**config.mk**
```make
export PLATFORM = sky130hd
export DESIGN_NAME = jstk_spi_slave_flat
export DESIGN_NICKNAME = d
export VERILOG_FILES = /design/src/rtl/jstk_spi_slave_if.sv /design/src/rtl/jstk_spi_slave.sv /design/src/flat_wrapper.sv
export SDC_FILE = /design/constraint.sdc
export NUM_CORES = 1
export LEC_CHECK = 0
export ABC_AREA = 1
export BUFFER_PORTS_ARGS = -buffer_cell sky130_fd_sc_hd__buf_4
export CORE_ASPECT_RATIO = 1.2
export CORE_MARGIN = 5
export CORE_UTILIZATION = 60
export DETAILED_ROUTE_END_ITERATION = 8
export GPL_TIMING_DRIVEN = 0
export PLACE_DENSITY = 0.83
export SLEW_MARGIN = 20
export SYNTH_ARGS = -nofsm -noshare
export SYNTH_HDL_FRONTEND = slang
export SYNTH_SLANG_ARGS = --single-unit
```
**constraint.sdc**
```tcl
create_clock -name clk -period 2.72 [get_ports clk]
set_input_delay 0.544 -clock clk [delete_from_list [all_inputs] [get_ports clk]]
set_output_delay 0.544 -clock clk [all_outputs]
set_load 0.02 [all_outputs]
```
**src/rtl/jstk_spi_slave_if.sv**
```systemverilog
// SPI pin bundle for the PmodJSTK joystick link (mode 0, SS active low).
interface jstk_spi_slave_if;
  logic SCLK;
  logic SS;
  logic MOSI;
  logic MISO;

  modport master (
    output SCLK,
    output SS,
    output MOSI,
    input  MISO
  );

  modport slave (
    input  SCLK,
    input  SS,
    input  MOSI,
    output MISO
  );
endinterface

```
**src/rtl/jstk_spi_slave.sv**
```systemverilog
// PmodJSTK joystick emulator on the slave side of the SPI link: returns a 5-byte X/Y/button snapshot.
// Optional macro JSTK_SLAVE_LED_CMD_EN enables decoding of the master's LED command byte.
module jstk_spi_slave #(
  parameter int unsigned SYNC_STAGES = 2
) (
  input  logic             clk,
  input  logic             clr,
  input  logic [9:0]       x_in,
  input  logic [9:0]       y_in,
  input  logic [2:0]       btn_in,
  jstk_spi_slave_if.slave  spi,
  output logic [1:0]       led,
  output logic             busy,
  output logic             frame_done,
  output logic             frame_abort
);

  typedef enum logic [1:0] {IDLE, LOAD, SHIFT, TAIL} state_t;

  state_t state;
  state_t state_next;

  // Sync chains carry one extra history flop above the synchronized tap.
  // SS resets low so a frame already in progress at reset release is not seen as a falling edge.
  logic [SYNC_STAGES:0] sclk_sr;
  logic [SYNC_STAGES:0] ss_sr;
  logic sclk_s, sclk_h, ss_s, ss_h;
  logic sclk_rise, sclk_fall, ss_rise, ss_fall;

  always_ff @(posedge clk) begin
    if (clr) begin
      sclk_sr <= '0;
      ss_sr   <= '0;
    end else begin
      sclk_sr <= {sclk_sr[SYNC_STAGES-1:0], spi.SCLK};
      ss_sr   <= {ss_sr[SYNC_STAGES-1:0], spi.SS};
    end
  end

  assign sclk_s    = sclk_sr[SYNC_STAGES-1];
  assign sclk_h    = sclk_sr[SYNC_STAGES];
  assign ss_s      = ss_sr[SYNC_STAGES-1];
  assign ss_h      = ss_sr[SYNC_STAGES];
  assign sclk_rise = sclk_s & ~sclk_h;
  assign sclk_fall = ~sclk_s & sclk_h;
  assign ss_rise   = ss_s & ~ss_h;
  assign ss_fall   = ~ss_s & ss_h;

  logic [39:0] frame;
  logic [38:0] tx;
  logic [2:0]  bit_cnt;
  logic [2:0]  byte_cnt;
  logic        miso_q;
  logic        last_bit;
  logic        load_en, shift_en, sample_en, done_c, abort_c;

  assign frame    = {x_in[7:0], 6'b0, x_in[9:8], y_in[7:0], 6'b0, y_in[9:8], 5'b0, btn_in};
  assign last_bit = (byte_cnt == 3'd4) && (bit_cnt == 3'd7);

  always_ff @(posedge clk) begin
    if (clr) state <= IDLE;
    else     state <= state_next;
  end

  always_comb begin
    state_next = state;
    case (state)
      IDLE:  if (ss_fall) state_next = LOAD;
      LOAD:  state_next = ss_rise ? IDLE : SHIFT;
      SHIFT: begin
        if (ss_rise)                    state_next = IDLE;
        else if (sclk_rise && last_bit) state_next = TAIL;
      end
      TAIL:  if (ss_rise) state_next = IDLE;
      default: state_next = IDLE;
    endcase
  end

  // SS rising wins over a coincident SCLK edge: the edge enables are suppressed.
  always_comb begin
    load_en   = 1'b0;
    shift_en  = 1'b0;
    sample_en = 1'b0;
    done_c    = 1'b0;
    abort_c   = 1'b0;
    busy      = (state != IDLE);
    case (state)
      LOAD:  load_en = 1'b1;
      SHIFT: begin
        if (ss_rise) begin
          abort_c = (byte_cnt != 3'd0) || (bit_cnt != 3'd0);
        end else begin
          sample_en = sclk_rise;
          shift_en  = sclk_fall;
        end
      end
      TAIL:  done_c = ss_rise;
      default: ;
    endcase
  end

  always_ff @(posedge clk) begin
    if (clr) begin
      tx          <= '0;
      bit_cnt     <= '0;
      byte_cnt    <= '0;
      miso_q      <= 1'b0;
      frame_done  <= 1'b0;
      frame_abort <= 1'b0;
    end else begin
      frame_done  <= done_c;
      frame_abort <= abort_c;

      if (load_en) begin
        tx       <= frame[38:0];
        bit_cnt  <= '0;
        byte_cnt <= '0;
      end else if (shift_en) begin
        tx <= {tx[37:0], 1'b0};
      end

      if (sample_en) begin
        bit_cnt <= bit_cnt + 3'd1;
        if (bit_cnt == 3'd7) byte_cnt <= byte_cnt + 3'd1;
      end

      if (state_next == IDLE || state_next == TAIL) miso_q <= 1'b0;
      else if (load_en)                             miso_q <= frame[39];
      else if (shift_en)                            miso_q <= tx[38];
    end
  end

  assign spi.MISO = miso_q;

`ifdef JSTK_SLAVE_LED_CMD_EN
  logic [SYNC_STAGES-1:0] mosi_sr;
  logic [7:0]             rx;
  logic                   cmd_pend;

  always_ff @(posedge clk) begin
    if (clr) mosi_sr <= '0;
    else     mosi_sr <= {mosi_sr[SYNC_STAGES-2:0], spi.MOSI};
  end

  // Command applied one cycle after byte 0 lands in rx.
  always_ff @(posedge clk) begin
    if (clr) begin
      rx       <= '0;
      cmd_pend <= 1'b0;
      led      <= 2'b00;
    end else begin
      cmd_pend <= 1'b0;
      if (sample_en) begin
        rx <= {rx[6:0], mosi_sr[SYNC_STAGES-1]};
        if (byte_cnt == 3'd0 && bit_cnt == 3'd7) cmd_pend <= 1'b1;
      end
      if (cmd_pend && rx[7]) led <= rx[1:0];
    end
  end
`else
  assign led = 2'b00;
`endif

endmodule

```
**src/flat_wrapper.sv**
```systemverilog
// flat-port wrapper written by rule: the top's interface ports become plain ports
module jstk_spi_slave_flat 
#(
  parameter int unsigned SYNC_STAGES = 2
)
  (clk, clr, x_in, y_in, btn_in, led, busy, frame_done, frame_abort, spi_SCLK, spi_SS, spi_MOSI, spi_MISO);
  jstk_spi_slave_if spi_i ();
  input  logic clk;
  input  logic clr;
  input  logic [9:0] x_in;
  input  logic [9:0] y_in;
  input  logic [2:0] btn_in;
  output logic [1:0] led;
  output logic busy;
  output logic frame_done;
  output logic frame_abort;
  input wire logic [$bits(spi_i.SCLK)-1:0] spi_SCLK;
  input wire logic [$bits(spi_i.SS)-1:0] spi_SS;
  input wire logic [$bits(spi_i.MOSI)-1:0] spi_MOSI;
  output wire logic [$bits(spi_i.MISO)-1:0] spi_MISO;
  assign spi_i.SCLK = spi_SCLK;
  assign spi_i.SS = spi_SS;
  assign spi_i.MOSI = spi_MOSI;
  assign spi_MISO = spi_i.MISO;
  jstk_spi_slave #(.SYNC_STAGES(SYNC_STAGES)) u_core (.clk(clk), .clr(clr), .x_in(x_in), .y_in(y_in), .btn_in(btn_in), .spi(spi_i), .led(led), .busy(busy), .frame_done(frame_done), .frame_abort(frame_abort));
endmodule
```
**Word level (Yosys, flattened, before mapping)**

Cells that the tools add are included.

- Logic and storage cells: 64
- Bits in writable memories: 0
- Flip-flop bits (word level): 56
- Memories kept: 0
- Bits in latches: 0
- Bits of input ports: 28
- Memory bits (read-only): 0

- $lt $le $gt $ge: 0
- Reduce and logical (&&, ||, !) cells: 15
- Div/mod/pow operators: 0
- Add/subtract/negate cells: 2
- Muxes and demuxes: 20
- Eq/ne operators: 6
- Shift-type cells: 0
- Bitwise operators: 11
- Multipliers: 0

Operator list:

| cell | number |
|---|---|
| $mux W39 | 2 |
| $mux W3 | 5 |
| $mux W2 | 5 |
| $pmux W2 S4 | 1 |
| $mux W1 | 7 |
| $not A1 Y1 | 7 |
| $add A3 B1 Y3 const B | 2 |
| $eq A2 B2 Y1 const B | 3 |
| $eq A3 B3 Y1 const B | 2 |
| $reduce_bool A2 Y1 | 3 |
| $reduce_bool A3 Y1 | 2 |
| $reduce_or A2 Y1 | 3 |
| $and A1 B1 Y1 | 4 |
| $logic_not A2 Y1 | 2 |
| $reduce_or A3 Y1 | 1 |
| $eq A2 B1 Y1 const B | 1 |
| $logic_and A1 B1 Y1 | 2 |
| $logic_or A1 B1 Y1 | 2 |

**Logic depth before layout (Yosys ltp)**

Gate-level depths: netlist of run 1.

- Word-level depth: 9
- Gate-level depth with buffers: 9
- Mapped depth without buffers: 9

**Least setup slack after synthesis of run 1**

OpenSTA, ideal clock, no wires.

- Kind: input-to-reg
- Start point: in clr
- End point: reg u_core.tx[10]
- Stages on the path: 5
- Data arrival time: 1.258 ns
- Buffers on the path: 2
- Data required time: 2.600 ns
- Setup slack: 1.342 ns
- Cells stage by stage: clkbuf_1 -> inv_1 -> nand2_2 -> buf_2 -> a21oi_1

- Cells in the longest elaborated chain, start to end: 1

Ends and longest elaborated chain:

| what | line | RTL |
|---|---|---|
| start: declaration | flat_wrapper.sv:9 | `input logic clr;` |
| $reduce_or A2 Y1 (no line) | -- |  |
| end signal: assignment | jstk_spi_slave.sv:115 | `tx <= frame[38:0];` |
| end signal: assignment | jstk_spi_slave.sv:119 | `tx <= {tx[37:0], 1'b0};` |
| end: declaration | jstk_spi_slave.sv:50 | `logic [38:0] tx;` |

No other way between the ends.
A chain may end at the register's enable or synchronous reset.

**Final worst setup path of run 1**

- Start point: reg u_core.state[1]
- End point: out busy

- Cells in the longest elaborated chain, start to end: 1

Ends and longest elaborated chain:

| what | line | RTL |
|---|---|---|
| start: declaration | jstk_spi_slave.sv:20 | `state_t state;` |
| start signal: assignment | jstk_spi_slave.sv:62 | `else state <= state_next;` |
| $reduce_bool A2 Y1 | jstk_spi_slave.sv:86 | `busy = (state != IDLE);` |
| end: declaration | flat_wrapper.sv:14 | `output logic busy;` |

No other way between the ends.

==> results of run 1 <==
[registers in the layout (all words and copies together), names as in the netlist]
register / count
u_core.ss_sr: 3
u_core.frame_done: 1
u_core.state: 2
u_core.spi.MISO: 1
u_core.frame_abort: 1
u_core.tx: 39
u_core.sclk_sr: 3
u_core.byte_cnt: 3
u_core.bit_cnt: 3
[worst max path at each step]
stage | start | endpoint | cells past startpoint | slack, ns
floorplan | clr | u_core.tx[10]$_SDFFE_PP0P_ | 5 | 1.34
global placement | clr | u_core.tx[7]$_SDFFE_PP0P_ | 5 | 1.05
detailed placement | clr | u_core.tx[11]$_SDFFE_PP0P_ | 5 | 1.03
CTS | u_core.state[1]$_SDFF_PP0_ | busy | 3 | 1.05
global route | u_core.state[1]$_SDFF_PP0_ | busy | 3 | 0.95
finish | u_core.state[1]$_SDFF_PP0_ | busy | 3 | 1.06
[synth_stat cells (all sizes together)]
cell type and n:
o21ai 4, nor2 23, clkbuf 5, o21bai 1, nand2 67, nor3 2
conb 1, a31oi 22, buf 19, inv 21, a21oi 23, ha 5
nand3 65, a22oi 1, dfxtp 56
[power groups by stage]
stage / Clock (uW) / Combinational (uW) / Sequential [uW]
final: 458 / 86.7 / 832
after global routing: 506 / 96.0 / 833
after CTS: 467 / 86.9 / 832
after detailed placement: 0 / 86.4 / 851
after global placement: 0 / 85.2 / 851
after floorplan: 0 / 46.0 / 850
[final cells by class]
cell class                      instances  area, sq um
Sequential cell                        56         1120
Multi-Input combinational cell        215         1070
Clock inverter                          2         10.0
Clock buffer                            6         82.6
Tap cell                               54         67.6
Timing Repair Buffer                   29          218
Inverter                               21         78.8
Buffer                                 24          146
Fill cell                             336         1120
[through the flow]
step / cells / hold slack [ns] / total power, uW / cell area (sq um) / utilization
after floorplan: 316 / 0.388 / 896 / 2410 / -
after global placement: 399 / 0.390 / 936 / 2700 / 0.691
after detailed placement: 399 / 0.396 / 937 / 2700 / 0.691
after CTS: 407 / 0.410 / 1390 / 2790 / 0.714
after global routing: 407 / 0.430 / 1440 / 2790 / 0.714
final: 407 / 0.410 / 1380 / 2790 / 0.714
[cell families after synthesis]
group,after synthesis,synth area share
compound gates,51,0.119
simple gates,157,0.295
fa+ha+maj,5,0.0259
buf+inv,45,0.0934
other cells,1,0.00156
flops,56,0.465
[critical path, stage by stage, from the launching register on]
cell                      delay (ns)
sky130_fd_sc_hd__dfxtp_1        0.35
sky130_fd_sc_hd__nor2_1         0.24
sky130_fd_sc_hd__inv_1          0.07
sky130_fd_sc_hd__buf_4          0.16
[per-layer routing]
layer  GRT usage  routed length [um]
met5           0                   0
met4      0.0855                  81
met3      0.0479                 188
met2       0.358                2730
met1       0.263                2260
[placed cells by master, fill, tap and decap left out, types with 2 or more instances in the layout]
cell type,count
sky130_fd_sc_hd__clkbuf_8,6
sky130_fd_sc_hd__nor2_4,3
sky130_fd_sc_hd__nand2_2,3
sky130_fd_sc_hd__o21ai_0,4
sky130_fd_sc_hd__buf_6,2
sky130_fd_sc_hd__buf_4,37
sky130_fd_sc_hd__nand3_1,64
sky130_fd_sc_hd__inv_1,20
sky130_fd_sc_hd__ha_1,5
sky130_fd_sc_hd__a21oi_1,23
sky130_fd_sc_hd__conb_1,2
sky130_fd_sc_hd__clkbuf_1,5
sky130_fd_sc_hd__nand2_1,64
sky130_fd_sc_hd__a31oi_1,22
sky130_fd_sc_hd__clkinv_2,2
sky130_fd_sc_hd__nor3_1,2
sky130_fd_sc_hd__nor2_1,19
sky130_fd_sc_hd__dfxtp_1,56
sky130_fd_sc_hd__buf_2,9
==> qor.txt, run 1 <==
====================================================================================================
Via count normalized by instance count ................................................         5.42
Via count of the first global-routing pass ............................................         2118
Sequential-to-total area share from yosys stat ........................................        0.465
# H-tree levels .......................................................................            2
Hold Startpoint ....................................................................... u_core.sclk_sr[0]$_SDFF_PP0_
Tot GR Track Use ......................................................................        0.215
Most area-hungry cell type in the Yosys netlist ....................................... sky130_fd_sc_hd__dfxtp_1
Post-Route Skew .......................................................................   0.00798 ns
Area share of the largest cell type after synthesis ...................................        0.465
Core area ............................................................................. 0.00391 sq mm
Antenna diodes ........................................................................            0
Pin count of the biggest net entering global routing ..................................           17
Part of the power in combinational logic ..............................................        0.063
Total leakage power ...................................................................   0.00106 uW
Number of antenna violations at the first check in global routing .....................            0
Number of synthesis warnings ..........................................................            0
Max Root-Sink Buffers .................................................................            2
Row Count .............................................................................           25
Effective utilization at floorplan ....................................................        0.617
Internal cell power ...................................................................      1070 uW
Sequential fraction of design power ...................................................        0.604
Startpoint type of the worst setup path ...............................................    flip-flop
Final setup fails .....................................................................            0
Number of setup buffers added after CTS ...............................................            0
Sort of element at the end of the critical path .......................................   output pin
Drt drc ...............................................................................            0
End point of the most critical hold path .............................................. u_core.sclk_sr[1]$_SDFF_PP0_
Post-route fraction of the period consumed by the critical path .......................        0.611
Post-detailed-placement half-perimeter wirelength .....................................      3950 um
Post-route ant nets ...................................................................            0
Clock-pin slew reported for the worst setup and hold paths after clock tree synthesis .      0.09 ns
Post-CTS Resized ......................................................................            0
Clock root buffer ..................................................................... sky130_fd_sc_hd__clkbuf_8
CTS Buf Count .........................................................................            5
Total of max-cap violations ...........................................................            0
Post-layout nets ......................................................................          385
Sw power ..............................................................................       306 uW
PnR worst setup slack .................................................................      1.06 ns
Proportion of layout cells with a drive suffix above 1 ................................        0.184
Leftover overflow at the end of global routing ........................................            0
Floorplan die area .................................................................... 0.00539 sq mm
Count of distinct cell types in the synthesized netlist ...............................           22
Syn avg cell area .....................................................................   7.65 sq um
Worst flop-to-flop path startpoint .................................................... u_core.bit_cnt[0]$_SDFFE_PP0P_
Switching part of the total power .....................................................        0.222
Global-route wire length before repair ................................................      8980 um
Area added between synthesis and finish ...............................................        15.8%
Mean routed wirelength per cell .......................................................      12.9 um
Buffers on Ports ......................................................................           29
R2R cell count ........................................................................            9
Number of sinks handled by clock tree synthesis .......................................           56
Area of the mapped netlist ............................................................ 0.00241 sq mm
Gate count of the mapped netlist ......................................................          315
CTS tree ..............................................................................        built
Category of the most critical setup path ..............................................      reg2out
Total Routed Length ...................................................................      5250 um
Unrepaired setup endpoints after global routing .......................................        false
Data required time of the critical path ...............................................      2.18 ns
Hold-fix buffers, CTS .................................................................            0
Seq cells post-synth ..................................................................           56
First-pass iteration count of the detailed router .....................................            4
Iter 0 DRT Violations .................................................................          155
Worst slack at placement ..............................................................      1.03 ns
CP arrival ............................................................................      1.12 ns
Number of primary I/O pins ............................................................           34
Outcome ............................................................................... finished clean
Peak supply drop ......................................................................       321 uV
Min-Delay Path Class ..................................................................      reg2reg
Endpoint of the most critical register-to-register path ............................... u_core.spi.MISO$_SDFFE_PP0P_
Maximum fanout along the worst path ...................................................            4
Final hold viol count .................................................................            0
Final weighted congestion in routability-driven placement .............................        0.874
Die boundary height ...................................................................      79.4 um
Power density cells ...................................................................  493 mW/mm^2
Period minus WS final .................................................................      1.66 ns
Largest cells by area after synthesis ................................................. sky130_fd_sc_hd__dfxtp_1, sky130_fd_sc_hd__nand3_1, sky130_fd_sc_hd__nand2_1
Floorplan die width ...................................................................      67.9 um
Final sum of negative setup slack .....................................................         0 ns
Register-to-register setup slack ......................................................      1.31 ns
Clock network latency to the later pin of the worst-skew pair .........................      0.31 ns
FMAX ..................................................................................      602 MHz
Via total after detailed routing ......................................................         2204
Count of cells along the worst hold path ..............................................            2
Fraction of power consumed by the clock network .......................................        0.333
Slew Limit Fails ......................................................................            0
====================================================================================================
No activity file was read; power rests on OpenSTA's default activity.
==> inputs of run 2 (changes only) <==
--- a/config.mk
+++ b/config.mk
@@ -5,14 +5,14 @@
 export SDC_FILE = /design/constraint.sdc
 export NUM_CORES = 1
 export LEC_CHECK = 0
-export ABC_AREA = 1
+export ABC_AREA = 0
 export BUFFER_PORTS_ARGS = -buffer_cell sky130_fd_sc_hd__buf_4
 export CORE_ASPECT_RATIO = 1.2
 export CORE_MARGIN = 5
-export CORE_UTILIZATION = 60
+export CORE_UTILIZATION = 50
 export DETAILED_ROUTE_END_ITERATION = 8
 export GPL_TIMING_DRIVEN = 0
-export PLACE_DENSITY = 0.83
+export PLACE_DENSITY = 0.74
 export SLEW_MARGIN = 20
 export SYNTH_ARGS = -nofsm -noshare
 export SYNTH_HDL_FRONTEND = slang
==> constraint.sdc (replaced) <==
create_clock -name clk -period 1.5 [get_ports clk]
set_input_delay 0.3 -clock clk [delete_from_list [all_inputs] [get_ports clk]]
set_output_delay 0.3 -clock clk [all_outputs]
set_load 0.02 [all_outputs]
==> qor.txt, run 2 <==
====================================================================================================
Most area-hungry cell type in the Yosys netlist ....................................... sky130_fd_sc_hd__dfxtp_1
Core area ............................................................................. 0.00433 sq mm   +11%
Iter 0 DRT Violations .................................................................          114   -26%
Sort of element at the end of the critical path .......................................    flip-flop
Placed instance count .................................................................          345   -14%
Master of the slowest instance on the critical path ................................... sky130_fd_sc_hd__or3_4
Global-route wire length before repair ................................................      8020 um   -11%
Area used by multi-input combinational logic .......................................... 0.00107 sq mm   +0.23%
Floorplan die width ...................................................................      71.3 um   +5.0%
Series of cell instances along the critical path ...................................... ha_4 > ha_4 > nand3b_1 > nor3_4 > buf_6 > or3_4 > a21oi_2
Total of max-cap violations ...........................................................            0   unchanged
Main flop type after synthesis ........................................................ sky130_fd_sc_hd__dfxtp_1
Category of the most critical setup path ..............................................      reg2reg
GR Layer Usage met2 ...................................................................        0.265   -0.0933
Outcome ............................................................................... complete, but fails checks
Via count normalized by instance count ................................................         5.28   -2.5%
Sequential Area ....................................................................... 0.00113 sq mm   +0.45%
Area share of the largest cell type after synthesis ...................................        0.498   +0.0331
Area of the mapped netlist ............................................................ 0.00225 sq mm   -6.6%
CP most frequent cell ................................................................. sky130_fd_sc_hd__ha_4
Post-route fraction of the period consumed by the critical path .......................         1.06
Clock network latency to the later pin of the worst-skew pair .........................      0.31 ns   about the same
FMAX ..................................................................................      626 MHz
Clock root buffer ..................................................................... sky130_fd_sc_hd__clkbuf_8
Proportion of layout cells with a drive suffix above 1 ................................        0.246   +0.0617
CP max stage delay ....................................................................      0.37 ns   +0.02 ns
Startpoint type of the worst setup path ...............................................    flip-flop
Leftover overflow at the end of global routing ........................................            0   unchanged
Largest cells by area after synthesis ................................................. sky130_fd_sc_hd__dfxtp_1, sky130_fd_sc_hd__nand2_1, sky130_fd_sc_hd__a21oi_1
Number of primary I/O pins ............................................................           34   unchanged
Global routing usage on met3 ..........................................................       0.0422   -0.00572
Max Root-Sink Buffers .................................................................            2   unchanged
Final hold slack ......................................................................     0.200 ns   -0.210 ns
Leading cell type in the layout, fill and taps excluded ............................... sky130_fd_sc_hd__nand2_1
Seq cells post-synth ..................................................................           56   unchanged
CP arrival ............................................................................      1.85 ns   +0.73 ns
Min-Delay Path Class ..................................................................       in2reg
Violations in the final reports ....................................................... setup timing
Via count of the first global-routing pass ............................................         1795   -15%
Tot GR Track Use ......................................................................        0.166   -0.0482
Most flops, register ..................................................................    u_core.tx
Data required time of the critical path ...............................................      1.75 ns   -0.43 ns
Number of synthesis warnings ..........................................................            0   unchanged
Sequential-to-total area share from yosys stat ........................................        0.498   +0.0331
Busiest layer in global routing .......................................................         met2
Placed standard-cell area ............................................................. 0.00256 sq mm   -5.3%
Period minus WS final .................................................................      1.60 ns
Antenna diodes ........................................................................            0   unchanged
Transition time of the tightest slew-check pin ........................................     0.525 ns
Hold Startpoint .......................................................................     spi_SCLK
Maximum fanout along the worst path ...................................................            5   +1
CTS tree ..............................................................................        built
Post-Layout Cell Count ................................................................          353   -13%
PnR worst setup slack .................................................................   -0.0967 ns   -1.16 ns
# H-tree levels .......................................................................            2   unchanged
Drt drc ...............................................................................            0   unchanged
Post-synth ARST share .................................................................            0   unchanged
Synth top cells by count .............................................................. sky130_fd_sc_hd__nand2_1, sky130_fd_sc_hd__dfxtp_1, sky130_fd_sc_hd__a21oi_1
Count of cells along the worst hold path ..............................................            2   unchanged
Worst flop-to-flop path startpoint .................................................... u_core.bit_cnt[1]$_SDFFE_PP0P_
Power density cells ...................................................................  983 mW/mm^2   +99%
Count of flip-flops with a built-in enable after synthesis ............................            0   unchanged
Effective utilization at floorplan ....................................................        0.520   -0.0964
Floorplan die area .................................................................... 0.00595 sq mm   +10%
Endpoint of the most critical register-to-register path ............................... u_core.byte_cnt[1]$_SDFF_PP0_
Final setup fails .....................................................................            4   +4
Most common cell in the synthesized netlist ........................................... sky130_fd_sc_hd__nand2_1
Number of sinks handled by clock tree synthesis .......................................           56   unchanged
Hold-fix buffers, CTS .................................................................            0   unchanged
Post-route ant nets ...................................................................            0   unchanged
Register-to-register setup slack ......................................................      -0.1 ns   -1.41 ns
Gate count of the mapped netlist ......................................................          258   -18%
Row Count .............................................................................           26   +4.0%
CTS Buf Count .........................................................................            5   unchanged
Pin count of the biggest net entering global routing ..................................           17   unchanged
First-pass iteration count of the detailed router .....................................            5   +1
End point of the most critical hold path .............................................. u_core.sclk_sr[0]$_SDFF_PP0_
Fill count ............................................................................          388   +15%
Post-Route Skew .......................................................................   0.00744 ns   -0.000537 ns
R2R cell count ........................................................................            7   -2
Relative max-transition margin ........................................................        0.650
Slew Limit Fails ......................................................................            0   unchanged
Total leakage power ...................................................................  0.000996 uW   -5.8%
Syn avg cell area .....................................................................   8.72 sq um   +14%
Total Routed Length ...................................................................      4730 um   -9.8%
Final hold viol count .................................................................            0   unchanged
Clock-pin slew reported for the worst setup and hold paths after clock tree synthesis .      0.10 ns   about the same
Die boundary height ...................................................................      83.5 um   +5.1%
Final weighted congestion in routability-driven placement .............................        0.733   -16%
Area added between synthesis and finish ...............................................        22.2%
Number of antenna violations at the first check in global routing .....................            0   unchanged
Post-layout nets ......................................................................          329   -15%
Post-detailed-placement half-perimeter wirelength .....................................      3340 um   -15%
Peak supply drop ......................................................................       529 uV   +65%
Count of distinct cell types in the synthesized netlist ...............................           36   +64%
Met1 track utilization from global routing ............................................        0.214   -0.0487
Highest-count cells in the layout ignoring fill and taps .............................. sky130_fd_sc_hd__nand2_1, sky130_fd_sc_hd__dfxtp_1, sky130_fd_sc_hd__a21oi_1, sky130_fd_sc_hd__buf_4, sky130_fd_sc_hd__a22oi_1
Via total after detailed routing ......................................................         1864   -15%
Unrepaired setup endpoints after global routing .......................................         true
Mean routed wirelength per cell .......................................................      13.4 um   +3.9%
Buffers on Ports ......................................................................           30   +3.4%
Total non-filler cell area in the finished layout ..................................... 0.00275 sq mm   -1.5%
Number of flip-flops in the largest register ..........................................           39   unchanged
====================================================================================================
[run 2: worst max path at each step]
stage / from / end / slack [ns] / cells past startpoint
final: u_core.bit_cnt[1]$_SDFFE_PP0P_ / u_core.byte_cnt[1]$_SDFF_PP0_ / -0.1 / 7
after global routing: u_core.bit_cnt[1]$_SDFFE_PP0P_ / u_core.byte_cnt[1]$_SDFF_PP0_ / -0.15 / 7
after CTS: u_core.bit_cnt[1]$_SDFFE_PP0P_ / u_core.byte_cnt[2]$_SDFF_PP0_ / -0.07 / 6
after detailed placement: u_core.bit_cnt[0]$_SDFFE_PP0P_ / u_core.byte_cnt[2]$_SDFF_PP0_ / -0.12 / 6
after global placement: u_core.bit_cnt[1]$_SDFFE_PP0P_ / u_core.byte_cnt[2]$_SDFF_PP0_ / -0.1 / 6
after floorplan: u_core.bit_cnt[0]$_SDFFE_PP0P_ / u_core.byte_cnt[2]$_SDFF_PP0_ / -0.009 / 6
[run 2: cells by family after synthesis]
kind of cell,after synthesis,share of synthesized area
multiplexers,4,0.0183
buffers and inverters,22,0.0517
adder cells (fa/ha/maj),5,0.0278
other,1,0.00167
flip-flops,56,0.498
AO/OA/AOI/OAI,72,0.197
AND/OR/NAND/NOR,98,0.206
[run 2: layout make-up]
cell class	instances	area share
sequential	56	0.409
multi-input combinational	181	0.389
timing repair buffer	31	0.0860
buffer	17	0.0382
clock buffer	7	0.0350
tap	56	0.0255
clock inverter	1	0.0109
inverter	4	0.00546
[run 2: report_power, final]
group          total (uW)  switching (uW)  internal, uW
clock network        1050             464           589
registers            1510            8.81          1500
logic                 141            68.6          72.2
total                2700             542          2160
[run 2: worst max-delay path: cells and delay by family (launching register included)]
| family | cells | cell delay, ns |
|---|---|---|
| and+or+nand+nor | 3 | 0.62 |
| adders and majority gates | 2 | 0.30 |
| buffers and inverters | 1 | 0.14 |
| DFF | 1 | 0.34 |
| AOI/OAI and AO/OA | 1 | 0.13 |
[run 2: timing repair]
item | in CTS | in global routing
setup buffers | 1 | 0
pin swaps | 6 | 3
setup endpoints to repair | 4 | 39
resized for setup | 8 | 10
[run 2: stage by stage]
stage / power (uW) / TNS [ns] / util / setup WS (ns)
6_report: 2700 / -0.200 / 0.636 / -0.0967
5_1_grt: 2800 / -0.494 / 0.636 / -0.147
4_1_cts: 2730 / -0.197 / 0.627 / -0.0710
3_5_place_dp: 1680 / -0.250 / 0.591 / -0.123
3_3_place_gp: 1680 / -0.165 / 0.591 / -0.0984
2_1_floorplan: 1610 / -0.00903 / - / -0.00903
[run 2: layer usage]
layer  vias to the layer above  part of all wire  wire length, um
met1                       860              0.46             2180
met2                        45              0.46             2180
met5                         -                 0                0
met4                         0             0.016               75
li1                        952                 -                -
met3                         7             0.063              299
